## src/rtl/timer_bank_pkg.sv

```systemverilog
// timer_bank_pkg
//   Shared constants for the timer bank: register offsets within a channel
//   and in the global block, CTRL bit positions, channel stride, and a
//   helper that classifies the low address nibble as a channel register.
package timer_bank_pkg;

  localparam logic [31:0] CTRL_OFS     = 32'h0;
  localparam logic [31:0] PRESC_OFS    = 32'h4;
  localparam logic [31:0] CMP_OFS      = 32'h8;
  localparam logic [31:0] CNT_OFS      = 32'hC;
  localparam logic [31:0] IRQ_STAT_OFS = 32'h100;
  localparam logic [31:0] IRQ_EN_OFS   = 32'h104;
  localparam logic [31:0] CH_STRIDE    = 32'h10;

  localparam int CTRL_EN_BIT   = 0;
  localparam int CTRL_AUTO_BIT = 1;
  localparam int PRESC_W       = 16;

  typedef enum logic [2:0] {
    REG_CTRL  = 3'd0,
    REG_PRESC = 3'd1,
    REG_CMP   = 3'd2,
    REG_CNT   = 3'd3,
    REG_NONE  = 3'd4
  } ch_reg_e;

  // Unaligned offsets inside a channel window map to no register.
  function automatic ch_reg_e ch_reg_of(input logic [3:0] lo);
    ch_reg_e r;
    case (lo)
      CTRL_OFS[3:0]:  r = REG_CTRL;
      PRESC_OFS[3:0]: r = REG_PRESC;
      CMP_OFS[3:0]:   r = REG_CMP;
      CNT_OFS[3:0]:   r = REG_CNT;
      default:        r = REG_NONE;
    endcase
    return r;
  endfunction

endpackage

```

## src/rtl/timer_channel.sv

```systemverilog
// timer_channel
//   One timer channel: CTRL (EN, AUTO), 16-bit prescaler, compare and
//   counter registers plus the internal prescaler count.
// Ports
//   clk_i, rstn_i        clock, synchronous active-low reset
//   *_we_i               decoded full-word write strobes per register
//   wdata_i              CPU write data
//   match_o              one-cycle pulse on a tick where CNT == CMP
//   ctrl_o .. cnt_o      current register values for the read mux
module timer_channel
  import timer_bank_pkg::*;
#(
  parameter int WIDTH = 32
) (
  input  logic               clk_i,
  input  logic               rstn_i,
  input  logic               ctrl_we_i,
  input  logic               presc_we_i,
  input  logic               cmp_we_i,
  input  logic               cnt_we_i,
  input  logic [31:0]        wdata_i,
  output logic               match_o,
  output logic [1:0]         ctrl_o,
  output logic [PRESC_W-1:0] presc_o,
  output logic [WIDTH-1:0]   cmp_o,
  output logic [WIDTH-1:0]   cnt_o
);

  localparam logic [WIDTH-1:0]   CNT_ONE = WIDTH'(1);
  localparam logic [PRESC_W-1:0] PC_ONE  = PRESC_W'(1);

  logic [1:0]         ctrl_q, ctrl_d;
  logic [PRESC_W-1:0] presc_q, presc_d;
  logic [WIDTH-1:0]   cmp_q, cmp_d;
  logic [WIDTH-1:0]   cnt_q, cnt_d;
  logic [PRESC_W-1:0] pc_q, pc_d;

  logic en, auto_rl, tick;

  assign en      = ctrl_q[CTRL_EN_BIT];
  assign auto_rl = ctrl_q[CTRL_AUTO_BIT];
  assign tick    = en && (pc_q == presc_q);
  assign match_o = tick && (cnt_q == cmp_q);

  // CPU writes are applied last so they override the tick update.
  always_comb begin
    ctrl_d  = ctrl_q;
    presc_d = presc_q;
    cmp_d   = cmp_q;
    cnt_d   = cnt_q;
    pc_d    = pc_q;

    if (!en || tick) begin
      pc_d = '0;
    end else begin
      pc_d = pc_q + PC_ONE;
    end

    if (tick) begin
      cnt_d = match_o ? '0 : cnt_q + CNT_ONE;
    end

    if (match_o && !auto_rl) begin
      ctrl_d[CTRL_EN_BIT] = 1'b0;
    end

    // Any CTRL write restarts the prescaler so an enable always begins
    // a full prescale period.
    if (ctrl_we_i) begin
      ctrl_d = wdata_i[1:0];
      pc_d   = '0;
    end
    if (presc_we_i) begin
      presc_d = wdata_i[PRESC_W-1:0];
    end
    if (cmp_we_i) begin
      cmp_d = wdata_i[WIDTH-1:0];
    end
    if (cnt_we_i) begin
      cnt_d = wdata_i[WIDTH-1:0];
      pc_d  = '0;
    end
  end

  always_ff @(posedge clk_i) begin
    if (!rstn_i) begin
      ctrl_q  <= '0;
      presc_q <= '0;
      cmp_q   <= '0;
      cnt_q   <= '0;
      pc_q    <= '0;
    end else begin
      ctrl_q  <= ctrl_d;
      presc_q <= presc_d;
      cmp_q   <= cmp_d;
      cnt_q   <= cnt_d;
      pc_q    <= pc_d;
    end
  end

  assign ctrl_o  = ctrl_q;
  assign presc_o = presc_q;
  assign cmp_o   = cmp_q;
  assign cnt_o   = cnt_q;

endmodule

```

## src/rtl/timer_bank.sv

```systemverilog
// timer_bank
//   Memory-mapped bank of NUM_CH timer channels with a sticky interrupt
//   status register (W1C), an interrupt enable register and a registered
//   interrupt output. Reads are combinational.
// Ports
//   clk, rstn   clock, synchronous active-low reset
//   addr        CPU byte address
//   wdata       CPU write data
//   we          CPU byte enables; only a full-word write (4'hf) acts
//   rdata       read data, 0 outside the block
//   hit         addr decodes to a register of this block
//   irq         registered OR of IRQ_STAT & IRQ_EN
module timer_bank
  import timer_bank_pkg::*;
#(
  parameter int          NUM_CH    = 4,
  parameter int          WIDTH     = 32,
  parameter logic [31:0] BASE_ADDR = 32'h20100
) (
  input  logic        clk,
  input  logic        rstn,
  input  logic [31:0] addr,
  input  logic [31:0] wdata,
  input  logic [3:0]  we,
  output logic [31:0] rdata,
  output logic        hit,
  output logic        irq
);

  localparam logic [31:0] CH_SPAN = 32'(NUM_CH) * CH_STRIDE;

  logic [31:0] ofs;
  ch_reg_e     ch_reg;
  logic [3:0]  ch_sel;
  logic        ch_hit, stat_hit, en_hit, wr_full;

  assign ofs      = addr - BASE_ADDR;
  assign ch_reg   = ch_reg_of(ofs[3:0]);
  assign ch_sel   = ofs[7:4];
  assign ch_hit   = (ofs < CH_SPAN) && (ch_reg != REG_NONE);
  assign stat_hit = (ofs == IRQ_STAT_OFS);
  assign en_hit   = (ofs == IRQ_EN_OFS);
  assign hit      = ch_hit || stat_hit || en_hit;
  assign wr_full  = (we == 4'hf);

  logic [1:0]         ctrl_v  [NUM_CH];
  logic [PRESC_W-1:0] presc_v [NUM_CH];
  logic [WIDTH-1:0]   cmp_v   [NUM_CH];
  logic [WIDTH-1:0]   cnt_v   [NUM_CH];
  logic [NUM_CH-1:0]  match_v;

  for (genvar g = 0; g < NUM_CH; g++) begin : g_ch
    logic ch_wr;
    assign ch_wr = wr_full && ch_hit && (ch_sel == 4'(g));

    timer_channel #(
      .WIDTH (WIDTH)
    ) u_chan (
      .clk_i      (clk),
      .rstn_i     (rstn),
      .ctrl_we_i  (ch_wr && (ch_reg == REG_CTRL)),
      .presc_we_i (ch_wr && (ch_reg == REG_PRESC)),
      .cmp_we_i   (ch_wr && (ch_reg == REG_CMP)),
      .cnt_we_i   (ch_wr && (ch_reg == REG_CNT)),
      .wdata_i    (wdata),
      .match_o    (match_v[g]),
      .ctrl_o     (ctrl_v[g]),
      .presc_o    (presc_v[g]),
      .cmp_o      (cmp_v[g]),
      .cnt_o      (cnt_v[g])
    );
  end

  logic [NUM_CH-1:0] stat_q, stat_d;
  logic [NUM_CH-1:0] ien_q, ien_d;
  logic [NUM_CH-1:0] w1c_mask;
  logic              irq_q;

  // A match in the same cycle as a W1C of its bit wins: OR after clear.
  always_comb begin
    w1c_mask = (wr_full && stat_hit) ? wdata[NUM_CH-1:0] : '0;
    stat_d   = (stat_q & ~w1c_mask) | match_v;
    ien_d    = (wr_full && en_hit) ? wdata[NUM_CH-1:0] : ien_q;
  end

  always_ff @(posedge clk) begin
    if (!rstn) begin
      stat_q <= '0;
      ien_q  <= '0;
      irq_q  <= 1'b0;
    end else begin
      stat_q <= stat_d;
      ien_q  <= ien_d;
      irq_q  <= |(stat_q & ien_q);
    end
  end

  assign irq = irq_q;

  always_comb begin
    rdata = '0;
    if (ch_hit) begin
      for (int i = 0; i < NUM_CH; i++) begin
        if (ch_sel == 4'(i)) begin
          case (ch_reg)
            REG_CTRL:  rdata = 32'(ctrl_v[i]);
            REG_PRESC: rdata = 32'(presc_v[i]);
            REG_CMP:   rdata = 32'(cmp_v[i]);
            REG_CNT:   rdata = 32'(cnt_v[i]);
            default:   rdata = '0;
          endcase
        end
      end
    end else if (stat_hit) begin
      rdata = 32'(stat_q);
    end else if (en_hit) begin
      rdata = 32'(ien_q);
    end
  end

endmodule
```

## config.mk

```make
export PLATFORM = sky130hd
export DESIGN_NAME = timer_bank
export DESIGN_NICKNAME = d
export VERILOG_FILES = /design/src/rtl/timer_bank_pkg.sv /design/src/rtl/timer_channel.sv /design/src/rtl/timer_bank.sv
export SDC_FILE = /design/constraint.sdc
export NUM_CORES = 1
export LEC_CHECK = 0
export CELL_PAD_IN_SITES_DETAIL_PLACEMENT = 1
export CELL_PAD_IN_SITES_GLOBAL_PLACEMENT = 2
export CORE_ASPECT_RATIO = 0.6
export CORE_MARGIN = 8
export CORE_UTILIZATION = 39
export CTS_CLUSTER_DIAMETER = 80
export DETAILED_ROUTE_END_ITERATION = 12
export PLACE_DENSITY_LB_ADDON = 0.1
export SLEW_MARGIN = 40
export SYNTH_ARGS = -nofsm -noshare
export SYNTH_HDL_FRONTEND = slang
export SYNTH_HIERARCHICAL = 1
export SYNTH_SLANG_ARGS = --single-unit
```

## constraint.sdc

```tcl
create_clock -name clk -period 4 [get_ports clk]
set_input_delay 0.8 -clock clk [delete_from_list [all_inputs] [get_ports clk]]
set_output_delay 0.8 -clock clk [all_outputs]
set_load 0.05 [all_outputs]
```

; Yosys cells after proc, flatten, opt, wreduce, memory -nomap -nowiden
; Cells that the tools add are included.
[word_totals]
output_inout_bits = 34
wordCells = 162
inputBits = 70
ff_bits = 401
[classes]
magnitude_cmp = 1
eq_ne = 21
mux = 33
reduce_logical = 66
bitwise = 5
add_sub_neg = 9
[op_table]
columns = cell, count
row1 = 32-bit 2-to-1 mux, 17
row2 = 32-bit case mux with 4 select lines, 4
row3 = "32-bit by 1-bit adder with 32-bit output, second input constant", 4
row4 = 32-bit == test, 4
row5 = "16-bit by 1-bit adder with 16-bit output, second input constant", 4
row6 = 16-bit == test, 4
row7 = "32-bit by 9-bit == test with 1-bit output, second input constant", 2
row8 = 1-bit logical AND, 36
row9 = "32-bit by 7-bit < comparator with 1-bit output, second input constant", 1
row10 = "32-bit by 18-bit subtractor with 32-bit output, second input constant", 1
row11 = 4-bit OR reduction, 5
row12 = 2-bit nonzero test, 8
row13 = "4-bit == test, second input constant", 3
row14 = 4-bit 2-to-1 mux, 3
row15 = 3-bit case mux with 4 select lines, 1
row16 = 4-bit AND, 2
row17 = "4-bit by 2-bit == test with 1-bit output, second input constant", 2
row18 = 1-bit logical NOT, 8
row19 = 4-bit logical NOT, 2
row20 = 1-bit 2-to-1 mux, 8
row21 = "3-bit by 2-bit == test with 1-bit output, second input constant", 2
row22 = 1-bit logical OR, 6
row23 = "4-bit by 1-bit == test with 1-bit output, second input constant", 1
row24 = "4-bit by 3-bit == test with 1-bit output, second input constant", 1
row25 = other kinds (6), 6

; Longest topological paths before layout
[logic_depth]
word_depth = 10
mapped_depth = 11
mapped_depth_nobuf = 8

; Hierarchy
; Netlist, hierarchy kept.
[modules_own_cells]
columns = mod, area_per_inst_um2, cells_per_inst, seq_area_each_um2, n_inst
row1 = timer_channel at g_ch[0].u_chan ..., 5323.9, 584, 1961.9, 3
row2 = timer_channel at g_ch[3].u_chan, 5048.6, 583, 1961.9, 1
row3 = timer_bank, 3603.5, 511, 180.2, 1

; Least setup slack after synthesis
; Ideal clock, no wire load.
[synth_timing]
path_type = input port to output port
startpoint = input port addr[15]
endpoint = output port rdata[23]
path_buffers = 1
required_time_ns = 3.200
cell_stages = 6
path_slack_ns = -0.213
arrival_ns = 3.413
cell_sequence = or4_4 -> or3_4 -> nor2_1 -> nand3_2 -> buf_1 -> nor3_1
[synth_between]
elab_chain_cells = 4
[synth_rtl]
columns = item, line_no
row1 = from (decl), timer_bank.sv:22  ; input logic [31:0] addr,
row2 = 32-bit by 18-bit subtractor with 32-bit output, timer_bank.sv:37  ; assign ofs = addr - BASE_ADDR;
row3 = 32-bit by 7-bit < comparator with 1-bit output, timer_bank.sv:40  ; assign ch_hit = (ofs < CH_SPAN) && (ch_reg != REG_NONE);
row4 = 1-bit logical AND, timer_bank.sv:40
row5 = 32-bit 2-to-1 mux, timer_bank.sv:102  ; if (ch_hit) begin
row6 = to (decl), timer_bank.sv:25  ; output logic [31:0] rdata,
; No other way between the ends.

; Worst setup path after layout
[layout_timing]
startpoint = input port addr[6]
endpoint = output port rdata[30]
[layout_between]
elab_chain_cells = 7
word_cells_on_any_way = 12
cone_classes = add/sub: 1 / order compare: 1 / eq/ne: 3 / mux: 5 / reduce/logical: 2
[layout_rtl]
columns = item, line_no
row1 = 32-bit by 18-bit subtractor with 32-bit output *, timer_bank.sv:37
row2 = "parallel branches: the longest is 5 deep, another holds 32-bit by 7-bit < comparator with 1-bit output", -
row3 = 32-bit 2-to-1 mux *, timer_bank.sv:102
; Mark *: on every way between the ends.

==> impl_metrics.ini <==
[yosys]
ys_ff_latch = 401
synth_edf_count = 0
netlist_instances = 2846
ys_seq_area_share_pct = 32.6
synth_area_per_cell_um2 = 8.65
synth_cell_types = 73
syn_nets = 2924
syn_area_mm2 = 0.0246
synthArstFlopShare_pct = 0
ys.warnings.count = 6
synth_ff_type = dfxtp_1

[clock_tree]
cts_buffers = 46
clk_path_buf_depth = 3
cts-root-buf = clkbuf_16
cts_tree = done
clock-sinks = 401
insertion_delay_ps = 600
cts_hold_buf = 0
h-tree-depth = 2
clkTransAtPathRegs_ps = 60

[worst_setup_path]
crit_required_ps = 3200
start_kind = input pin
critical_path_class = input pin to output pin
crit_fanout = 7
endpoint_kind = output pin
critical_path_arrival_ps = 3190

[floorplan]
die_h_um = 211
die_w_um = 340
core.rowCount = 71
ios = 104
fp.coreArea_mm2 = 0.0625
start_util_pct = 39.4
die-area_mm2 = 0.0717

[sta]
finalHoldViolCount = 0
setup_viol = 0
slew_violations = 0
fin_ws_ps = 5.65
fin_tns_setup_ps = 0
worstMarginPinSlew_ps = 909
fin_hold_ws_ps = 502
period_minus_slack_ps = 3990
slew_headroom_pct = 39.2
finClkSkew_ps = 12.5
fin_crit_sh_pct = 99.9
fmaxAchievable_mhz = 250

[placed_design]
dp_slack_ps = -134
hpwl_um = 74200
io_buffers = 103
place_congestion = 0.908

[global_route]
grt.total_usage_pct = 28.1
grt_remaining_overflow = 0
grt_first_pass_wirelength_um = 154000
grt_max_degree = 82
grt_pass1_vias = 22600
antenna_found_initial = 4

[pwr]
p_int_w = 0.00680
p_sw_w = 0.00221
seqPwrFrac_pct = 44.3
switching_share_pct = 24.6
clock_power_share_pct = 50.4
comb_power_share_pct = 5.3
power_density_mw_per_mm2 = 307
ir_drop_mv = 0.281
p_leak_nw = 9.97
power.total_w = 0.00901

[status]
status = completed

[layout]
final_util_pct = 47.0
fin_nets = 2997
syn_to_final_growth_pct = 19.3
final_common_cell = dfxtp_1
drive_gt1_share_pct = 21.4
final_cell_mix = dfxtp_1, nor2_1, mux2i_1

[flow_run]
drv_cap = 0

[drt]
viasPerCell = 6.03
drtIter0Drc = 2050
wirelength_um = 105000
dr_total_vias = 22900
drcViolationCount = 0
wl_per_cell_um = 27.7
first_pass_iters = 6
final_antenna_net_count = 0

[worst_hold_path]
hold_class = flop to flop
==> worst paths after layout <==
check             cells after the start                  endpoint               startpoint  slack [ps]
hold reg to reg                       2                  ien_q[0]                 ien_q[0]         500
setup reg to reg                      6  g_ch[1].u_chan/cnt_o[31]  g_ch[1].u_chan/cnt_o[7]        1080
setup / recovery                      9                 rdata[30]                  addr[6]           6
hold / removal                        2                  ien_q[0]                 ien_q[0]         500
==> cells by family after synthesis <==
family | synth area share (%)
AO/OA/AOI/OAI | 14.7
flip-flops | 32.6
multiplexers | 10.9
buffers and inverters | 4.75
AND/OR/NAND/NOR | 23.5
adder cells (fa/ha/maj) | 0.407
XOR/XNOR | 13.1
==> routing by layer <==
metal  routed length, um  track usage, %  vias to the layer above
met2               42000            39.1                      842
met5                  11               0                        -
met1               51800            43.2                    11600
met4                2670            7.30                        2
met3                8600            5.58                      145
li1                    -               -                    10300
==> power by group through the flow <==
stage	Combinational, W	Sequential, W	Clock, W
6_report	0.000481	0.00399	0.00454
3_5_place_dp	0.000461	0.00408	0
2_1_floorplan	0.000161	0.00408	0
5_1_grt	0.000495	0.00399	0.00477
4_1_cts	0.000470	0.00399	0.00463
3_3_place_gp	0.000462	0.00408	0
==> flip-flops by register name, summed over array words and instances, names as in the netlist <==
signal	cells
stat_q	4
g_ch.u_chan/pc_q	64
g_ch.u_chan/presc_o	64
g_ch.u_chan/cmp_o	128
irq	1
ien_q	4
g_ch.u_chan/cnt_o	128
g_ch.u_chan/ctrl_o	8
==> what timing repair did <==
item                                    in CTS  in global routing
pin swaps                                    3                  9
endpoints found under the setup margin      28                 25
buffers inserted                             2                  0
gates resized for setup                      9                 45
gates cloned                                 2                  3
==> through the flow <==
step                instance area (um^2)  std cells
finish                             29400       3795
floorplan                          24700       2846
global placement                   27500       3703
detailed placement                 27400       3703
CTS                                29100       3790
global route                       29400       3794
==> synthesized netlist by cell type (22+ instances only) <==
cell type  number  area (um^2)
a221oi_1       39          342
xnor2_1       190         1660
mux2i_1       197         1970
nor2_4         24          270
nor4_2         22          275
buf_2          36          180
and4_1         23          201
nor2_1        287         1080
a22oi_1        77          578
inv_1          40          150
o21ai_0        30          150
a21oi_2        91          797
dfxtp_1       401         8030
nand3_1        82          410
xor2_1        178         1560
nor3_1         78          390
nor4_1         32          200
a21oi_1        87          435
nand4_1        73          457
clkbuf_1      128          480
and2_1        129          807
nand2_2        90          563
nand2_1       130          488
a31oi_1       137          857
mux2_2         52          586
==> area by class of cell <==
| cell class | count | area (um^2) |
|---|---|---|
| clock inverters | 15 | 179 |
| inverters | 45 | 169 |
| clock buffers | 68 | 1400 |
| repair buffers | 235 | 2760 |
| well taps | 839 | 1050 |
| multi-input cells | 2190 | 15800 |
| fillers | 7166 | 33200 |
| diodes | 2 | 5.00 |
| flip-flops and latches | 401 | 8030 |
==> worst max-delay path, stage by stage <==
cell and delay, ps:
clkdlybuf4s50_1 440, buf_4 180, nor2_1 280, nand4b_1 230, nor2_4 190, nand3_4 270, clkbuf_16 290, nor2_4 300
buf_12 180
Note: power is estimated with default switching activity, not from simulation.
